File: src/rtl/audio_mixer_pkg.sv
// Shared types and sizing helpers for the audio mixer.
// The optional AUDIO_MIXER_SAT_EN macro is consumed by audio_mixer_sat.
package audio_mixer_pkg;

    typedef enum logic [1:0] {
        ST_IDLE = 2'd0,
        ST_ACC  = 2'd1,
        ST_OUT  = 2'd2
    } state_e;

    localparam int DEF_NUM_CH = 4;
    localparam int DEF_IN_W   = 16;
    localparam int DEF_OUT_W  = 24;
    localparam int DEF_VOL_W  = 4;

    // Sum of NUM_CH signed sample*gain products can never exceed this width.
    function automatic int acc_width(input int in_w, input int vol_w, input int num_ch);
        return in_w + vol_w + $clog2(num_ch) + 1;
    endfunction

endpackage

File: src/rtl/audio_mixer_sat.sv
// Reduces a wide signed mix result to IN_W bits.
// AUDIO_MIXER_SAT_EN defined: saturate and flag clipping; otherwise wrap, clip_o = 0.
module audio_mixer_sat #(
    parameter int IN_W  = 16,
    parameter int VAL_W = 21
) (
    input  logic signed [VAL_W-1:0] val_i,
    output logic        [IN_W-1:0]  res_o,
    output logic                    clip_o
);

`ifdef AUDIO_MIXER_SAT_EN
    logic fits;

    // The value fits when every bit above the IN_W sign bit matches the sign.
    assign fits = (val_i[VAL_W-1:IN_W-1] == {(VAL_W-IN_W+1){val_i[VAL_W-1]}});

    always_comb begin
        res_o  = val_i[IN_W-1:0];
        clip_o = 1'b0;
        if (!fits) begin
            clip_o = 1'b1;
            res_o  = val_i[VAL_W-1] ? {1'b1, {(IN_W-1){1'b0}}} : {1'b0, {(IN_W-1){1'b1}}};
        end
    end
`else
    logic unused_hi;

    assign res_o     = val_i[IN_W-1:0];
    assign clip_o    = 1'b0;
    assign unused_hi = ^val_i[VAL_W-1:IN_W];
`endif

endmodule

File: src/rtl/audio_mixer.sv
// Stereo mixer: snapshots NUM_CH sources, accumulates one channel per cycle,
// then reduces and publishes the result. AUDIO_MIXER_SAT_EN selects saturation.
module audio_mixer
    import audio_mixer_pkg::*;
#(
    parameter int NUM_CH = DEF_NUM_CH,
    parameter int IN_W   = DEF_IN_W,
    parameter int OUT_W  = DEF_OUT_W,
    parameter int VOL_W  = DEF_VOL_W
) (
    input  logic                    clk,
    input  logic                    rst_n,
    input  logic                    next_sample,
    input  logic [NUM_CH*IN_W-1:0]  ch_left,
    input  logic [NUM_CH*IN_W-1:0]  ch_right,
    input  logic [NUM_CH*VOL_W-1:0] ch_volume,
    input  logic [NUM_CH-1:0]       ch_mute,
    output logic [OUT_W-1:0]        left_data,
    output logic [OUT_W-1:0]        right_data,
    output logic                    out_valid,
    output logic                    busy,
    output logic                    overrun,
    input  logic                    overrun_clr,
    output logic                    clip_l,
    output logic                    clip_r
);

    localparam int ACC_W = acc_width(IN_W, VOL_W, NUM_CH);
    localparam int IDX_W = $clog2(NUM_CH);

    state_e                    state_q, state_d;
    logic [IDX_W-1:0]          idx_q, idx_d;
    logic signed [ACC_W-1:0]   acc_l_q, acc_l_d, acc_r_q, acc_r_d;
    logic [NUM_CH*IN_W-1:0]    snap_l_q, snap_l_d, snap_r_q, snap_r_d;
    logic [NUM_CH*VOL_W-1:0]   snap_v_q, snap_v_d;
    logic [NUM_CH-1:0]         snap_m_q, snap_m_d;
    logic [OUT_W-1:0]          left_q, left_d, right_q, right_d;
    logic                      out_valid_q, out_valid_d;
    logic                      overrun_q, overrun_d;
    logic                      clip_l_q, clip_l_d, clip_r_q, clip_r_d;

    logic signed [IN_W-1:0]    smp_l, smp_r;
    logic [VOL_W-1:0]          vol;
    logic                      mute;
    logic signed [IN_W+VOL_W:0] prod_l, prod_r;
    logic signed [ACC_W-1:0]   shift_l, shift_r;
    logic [IN_W-1:0]           red_l, red_r;
    logic                      sat_clip_l, sat_clip_r;
    logic [OUT_W-1:0]          ext_l, ext_r;

    assign smp_l = snap_l_q[int'(idx_q)*IN_W +: IN_W];
    assign smp_r = snap_r_q[int'(idx_q)*IN_W +: IN_W];
    assign vol   = snap_v_q[int'(idx_q)*VOL_W +: VOL_W];
    assign mute  = snap_m_q[idx_q];

    // Volume is unsigned, so widen it with a zero MSB before the signed multiply.
    always_comb begin
        prod_l = smp_l * $signed({1'b0, vol});
        prod_r = smp_r * $signed({1'b0, vol});
        if (mute) begin
            prod_l = '0;
            prod_r = '0;
        end
    end

    // Gain 2^(VOL_W-1) is unity, so drop VOL_W-1 fractional bits.
    assign shift_l = acc_l_q >>> (VOL_W-1);
    assign shift_r = acc_r_q >>> (VOL_W-1);

    audio_mixer_sat #(.IN_W(IN_W), .VAL_W(ACC_W)) u_sat_l (
        .val_i  (shift_l),
        .res_o  (red_l),
        .clip_o (sat_clip_l)
    );

    audio_mixer_sat #(.IN_W(IN_W), .VAL_W(ACC_W)) u_sat_r (
        .val_i  (shift_r),
        .res_o  (red_r),
        .clip_o (sat_clip_r)
    );

    always_comb begin
        ext_l = '0;
        ext_r = '0;
        ext_l[OUT_W-1 -: IN_W] = red_l;
        ext_r[OUT_W-1 -: IN_W] = red_r;
    end

    always_comb begin
        state_d     = state_q;
        idx_d       = idx_q;
        acc_l_d     = acc_l_q;
        acc_r_d     = acc_r_q;
        snap_l_d    = snap_l_q;
        snap_r_d    = snap_r_q;
        snap_v_d    = snap_v_q;
        snap_m_d    = snap_m_q;
        left_d      = left_q;
        right_d     = right_q;
        out_valid_d = 1'b0;
        overrun_d   = overrun_q;
        clip_l_d    = clip_l_q;
        clip_r_d    = clip_r_q;

        if (overrun_clr) begin
            overrun_d = 1'b0;
            clip_l_d  = 1'b0;
            clip_r_d  = 1'b0;
        end

        case (state_q)
            ST_IDLE: begin
                if (next_sample) begin
                    snap_l_d = ch_left;
                    snap_r_d = ch_right;
                    snap_v_d = ch_volume;
                    snap_m_d = ch_mute;
                    acc_l_d  = '0;
                    acc_r_d  = '0;
                    idx_d    = '0;
                    state_d  = ST_ACC;
                end
            end
            ST_ACC: begin
                acc_l_d = acc_l_q + ACC_W'(prod_l);
                acc_r_d = acc_r_q + ACC_W'(prod_r);
                if (idx_q == IDX_W'(NUM_CH-1)) begin
                    state_d = ST_OUT;
                end else begin
                    idx_d = idx_q + 1'b1;
                end
            end
            ST_OUT: begin
                left_d      = ext_l;
                right_d     = ext_r;
                out_valid_d = 1'b1;
                if (sat_clip_l) clip_l_d = 1'b1;
                if (sat_clip_r) clip_r_d = 1'b1;
                state_d     = ST_IDLE;
            end
            default: state_d = ST_IDLE;
        endcase

        // A strobe during a mix is dropped but remembered; it wins over a clear.
        if (next_sample && (state_q != ST_IDLE)) begin
            overrun_d = 1'b1;
        end
    end

    always_ff @(posedge clk or negedge rst_n) begin
        if (!rst_n) begin
            state_q     <= ST_IDLE;
            idx_q       <= '0;
            acc_l_q     <= '0;
            acc_r_q     <= '0;
            snap_l_q    <= '0;
            snap_r_q    <= '0;
            snap_v_q    <= '0;
            snap_m_q    <= '0;
            left_q      <= '0;
            right_q     <= '0;
            out_valid_q <= 1'b0;
            overrun_q   <= 1'b0;
            clip_l_q    <= 1'b0;
            clip_r_q    <= 1'b0;
        end else begin
            state_q     <= state_d;
            idx_q       <= idx_d;
            acc_l_q     <= acc_l_d;
            acc_r_q     <= acc_r_d;
            snap_l_q    <= snap_l_d;
            snap_r_q    <= snap_r_d;
            snap_v_q    <= snap_v_d;
            snap_m_q    <= snap_m_d;
            left_q      <= left_d;
            right_q     <= right_d;
            out_valid_q <= out_valid_d;
            overrun_q   <= overrun_d;
            clip_l_q    <= clip_l_d;
            clip_r_q    <= clip_r_d;
        end
    end

    assign left_data  = left_q;
    assign right_data = right_q;
    assign out_valid  = out_valid_q;
    assign busy       = (state_q != ST_IDLE);
    assign overrun    = overrun_q;
    assign clip_l     = clip_l_q;
    assign clip_r     = clip_r_q;

endmodule
File: config.mk
export PLATFORM = sky130hd
export DESIGN_NAME = audio_mixer
export DESIGN_NICKNAME = d
export VERILOG_FILES = /design/src/rtl/audio_mixer_pkg.sv /design/src/rtl/audio_mixer_sat.sv /design/src/rtl/audio_mixer.sv
export SDC_FILE = /design/constraint.sdc
export NUM_CORES = 1
export LEC_CHECK = 0
export ABC_AREA = 0
export CORE_ASPECT_RATIO = 1.4
export CORE_MARGIN = 2
export CORE_UTILIZATION = 30
export CTS_CLUSTER_DIAMETER = 50
export DETAILED_ROUTE_END_ITERATION = 12
export GPL_TIMING_DRIVEN = 0
export PLACE_DENSITY = 0.56
export SLEW_MARGIN = 5
export SYNTH_ARGS = -nofsm -noshare
export SYNTH_HDL_FRONTEND = slang
export SYNTH_HIERARCHICAL = 1
export SYNTH_SLANG_ARGS = --single-unit
export TNS_END_PERCENT = 100
File: constraint.sdc
create_clock -name clk -period 9.1 [get_ports clk]
set_input_delay 0.91 -clock clk [delete_from_list [all_inputs] [get_ports clk]]
set_output_delay 0.91 -clock clk [all_outputs]
set_load 0.1 [all_outputs]
* After elaboration in Yosys (flattened, before gate mapping) *
Index checks and enable logic that the tools add are counted.

word-level totals
  register bits = 232
  latch bits = 0
  bits in writable memories = 0
  memory bits (read-only) = 0
  bits of input ports = 152
  output and inout port bits = 53
  word-level logic and storage cells = 52
  memories = 0

operators by class
  $add $sub $neg = 3
  multiply operators = 2
  divide/modulo/power cells = 0
  order comparisons = 1
  eq/ne operators = 6
  shifts and indexed selects = 3
  mux-type cells = 16
  bitwise gates (word level) = 0
  reductions and logical operators = 9

operators with widths
  operator               number
  $shiftx A64 B7 Y16     2
  $pmux W23 S2           2
  $add A23 B21 Y23       2
  $mul A16 B5 Y21        2
  $mux W21               2
  $mux W23               1
  $shiftx A16 B5 Y4      1
  $mux W2                4
  $pmux W2 S2            2
  $ne A2 B2 Y1 const B   3
  $reduce_and A2 Y1      3
  $reduce_bool A2 Y1     3
  $eq A2 B2 Y1 const B   2
  $mux W1                4
  $lt A2 B3 Y1 const B   1
  $reduce_and A3 Y1      1
  $add A2 B1 Y2 const B  1
  $bmux W1 S2            1
  $eq A2 B1 Y1 const B   1
  $logic_not A2 Y1       1
  $logic_and A1 B1 Y1    1

* Longest topological paths before layout *
  depth after elaboration = 5
  mapped depth = 29

* By module *
Netlist, hierarchy kept.

by module, submodules not included
  module           instances  cells an instance  area an instance (um2)  seq. area each (um2)
  audio_mixer      1          1855               16610.9                 5855.6
  audio_mixer_sat  2          18                 131.4                   0.0

* Worst setup path after synthesis *
Ideal clock, no wire load.

  path type = register -> register
  start = reg idx_q[0]
  end = reg acc_l_q[22]
  setup time = 124 ps
  arrival time = 6818 ps
  data required time = 8976 ps
  path slack = 2159 ps
  cell stages (with the launch flop) = 27
  buffers on the path = 2
  clock period less this slack = 6941 ps
  cells stage by stage = dfrtp_1 buf_4 buf_1 mux4_2 and2_1 ha_1 inv_1 fa_1 fa_1 inv_1 ha_1 a211oi_2 nor3_1 or4_1 a31o_1 a21o_1 a21o_1 a21oi_1 xor2_1 nor2_1 ha_1 and3_1 and3_1 a2111oi_0 o22a_1 o31a_1 nand2_1

between the ends
  cells in the longest elaborated chain, start to end = 5
  elaborated cells between the ends (all ways) = 8
  classes of those cells = add/sub (1); mul (1); shift (2); mux (4)

ends and longest elaborated chain
  what                                               RTL line                              source
  start, declared                                    audio_mixer.sv:32                     logic [IDX_W-1:0] idx_q, idx_d;
  start signal, assigned                             audio_mixer.sv:168                    idx_q <= idx_d;
  $shiftx A64 B7 Y16, or another cell as far along   audio_mixer.sv:51                     assign smp_l = snap_l_q[int'(idx_q)*IN_W +: IN_W];
  $mul A16 B5 Y21 / $mux W1 (equally long branches)  audio_mixer.sv:58, audio_mixer.sv:54
  $mux W21 (*)                                       audio_mixer.sv:60                     if (mute) begin
  $add A23 B21 Y23 (*)                               audio_mixer.sv:125                    acc_l_d = acc_l_q + ACC_W'(prod_l);
  $pmux W23 S2 (*)                                   audio_mixer.sv:111                    case (state_q)
  end signal, assigned                               audio_mixer.sv:169                    acc_l_q <= acc_l_d;
  end, declared                                      audio_mixer.sv:33                     logic signed [ACC_W-1:0] acc_l_q, acc_l_d, acc_r_q, acc_r_d;

Every way passes the cells marked *; elsewhere a longest branch is shown, timed or not. The select of a mux whose other input is x is not followed.
A chain may end at the register's enable or synchronous reset.

* Final worst setup path *
  start = reg idx_q[0]
  end = reg acc_l_q[18]

The elaborated chain is that of the path after synthesis.

==> results by group <==
Run status
  • Run status: finished clean

Detailed routing
  • Vias after detailed routing: ~12000
  • TritonRoute pass-1 iters: 5
  • Starting DRT DRC Count: about 630
  • ANT nets after route: 0
  • DR WL/cell: around 17 um
  • Vias/cell: 4.651
  • DRC viols: 0
  • Final WL: between 40 and 50 mm

Timing
  • Worst-Margin Slew: 1.070 ns
  • Setup-failing EPs final: 0
  • Slew Limit Headroom: 0.2843
  • Unrepaired setup endpoints after global routing: false
  • Setup TNS Final: 0 ns
  • Max-slew violation count: 0
  • Worst Clk Skew: 0.01427 ns
  • F_max: 133.9 MHz
  • Setup ws final: between 1.5 and 2 ns
  • Final period util: 0.8205
  • Period minus WS final: 7.467 ns
  • Worst hold slack: 0.1941 ns
  • Final Hold Fails: 0

Floorplan
  • Die height: between 200 and 300 um
  • Initial Util: 0.3036
  • Die area: ~55000 um2
  • # rows: 99
  • DIE WIDTH: roughly 200 um
  • Core Area: roughly 52000 um2
  • Top-Level Pins: between 200 and 250

Synthesis
  • Mapped cell area: between 15000 and 20000 um2
  • Post-Syn Instances: approximately 1800
  • Synth Warn #: 6
  • Syn avg cell area: ~9.0 um2

Clock network
  • Root Driver: clkbuf_16
  • CTS tree: yes
  • # Post-CTS Setup Buffers: 0
  • Insertion delay to the later sink of the worst-skew pair: 0.56 ns
  • CTS Buf Count: 29
  • Largest buffer count on any clock path: 3
  • CTS resizes: 0
  • Post-CTS Hold Buffers: 0
  • TritonCTS Sinks: about 230
  • Max H-tree Level: 1
  • Clock transition at path regs: 0.06 ns

Cells and area
  • Layout Nets: 2327
  • Antenna diodes: 0
  • Non-filler instance count after layout: 2672
  • Layout area overhead: 23.70%
  • Fillers: between 5000 and 6000
  • Proportion of layout cells with a drive suffix above 1: 0.08978

Global routing
  • GRT overflow: 0
  • Vias in the first global route: 13080
  • Largest net degree at the start of global routing: between 100 and 150
  • First-pass GRT wire length: between 70 and 80 mm
  • Initial antenna violation count: 0
  • GRT Total Usage: 0.1653

Worst setup path
  • Crit path max-delay cell type: buf_1
  • Crit path capture type: flip-flop
  • Worst-path fanout max: 10
  • Arrival @ worst endpoint: 7.92 ns
  • R2R cell count: 27
  • Max incr delay on CP: 0.80 ns
  • Setup crit start kind: flip-flop
  • RR Startpoint: idx_q[0]
  • Setup CP Type: flip-flop to flip-flop
  • RR Endpoint: acc_l_q[18]
  • R2r setup slk: ~1.6 ns
  • Critical Path RT: between 9 and 10 ns
  • Crit path buf inv count: 4
  • Cell family with most CP delay: compound AO/OA/AOI/OAI gates

Placement
  • Place WS: between 1.5 and 2 ns
  • GPL Wtd Cong: between 0.8 and 0.9
  • Placed Instances: between 2000 and 3000
  • DP HPWL: roughly 35 mm
  • Port bufs: about 190

Run
  • Max-cap check violation count: 0

Worst hold path
  • Hold crit path type: primary input to asynchronous set/reset pin
[state kept, by name, summed over array words and instances, names as in the netlist]
| name | count |
|---|---|
| acc_l_q | 19 |
| acc_r_q | 19 |
| clip_l | 1 |
| clip_r | 1 |
| idx_q | 2 |
| left_data | 16 |
| out_valid | 1 |
| overrun | 1 |
| right_data | 16 |
| snap_l_q | 64 |
| snap_m_q | 4 |
| snap_r_q | 64 |
| snap_v_q | 16 |
| state_q | 2 |
[metrics by stage]
stage,utilization,area [um2]
CTS,0.3755,19540
detailed placement,0.3577,18610
global placement,0.3566,18550
finish,0.3755,19540
global route,0.3755,19540
floorplan,-,15850
[cell type report]
cell class,instances,area [um2],area share
repair buffers,190,1942,0.09940
clock buffers,35,768.2,0.03933
clock inverters,16,155.1,0.007942
well taps,656,820.8,0.04202
inverters,151,566.8,0.02901
flip-flops and latches,226,5655,0.2895
multi-input cells,1271,8957,0.4585
plain buffers,127,669.4,0.03427
[worst max path at each step]
stage	startpoint	slack (ns)	depth (start not counted)	end
2_1_floorplan	idx_q[0]	2.72	26	acc_r_q[17]
3_3_place_gp	rst_n	-2.68	1	snap_l_q[8]
3_5_place_dp	idx_q[0]	1.62	27	acc_l_q[18]
4_1_cts	idx_q[0]	1.57	27	acc_l_q[18]
5_1_grt	idx_q[0]	1.11	27	acc_l_q[18]
6_report	idx_q[0]	1.63	27	acc_l_q[18]
[layer usage]
| layer | global-route usage | wire, um |
|---|---|---|
| met1 | 0.2029 | 18730 |
| met4 | 0.05461 | 1274 |
| met5 | 0 | 0 |
| met2 | 0.3011 | 22340 |
| met3 | 0.01870 | 1816 |
[cells in the final DEF, fill, tap and decap left out, types with 45 or more instances in the layout]
cell type and n:
inv_1 151, nand2_1 513, ha_1 113, clkbuf_1 70
o21ai_0 59, and2_1 106, nor2_1 50, nand3_1 45
buf_4 51, clkdlybuf4s50_1 187, fa_1 66, dfrtp_1 226
Power is left out: the tool's default activity adds up to more than one toggle a clock period on the data nets, which glitch-free logic cannot reach.
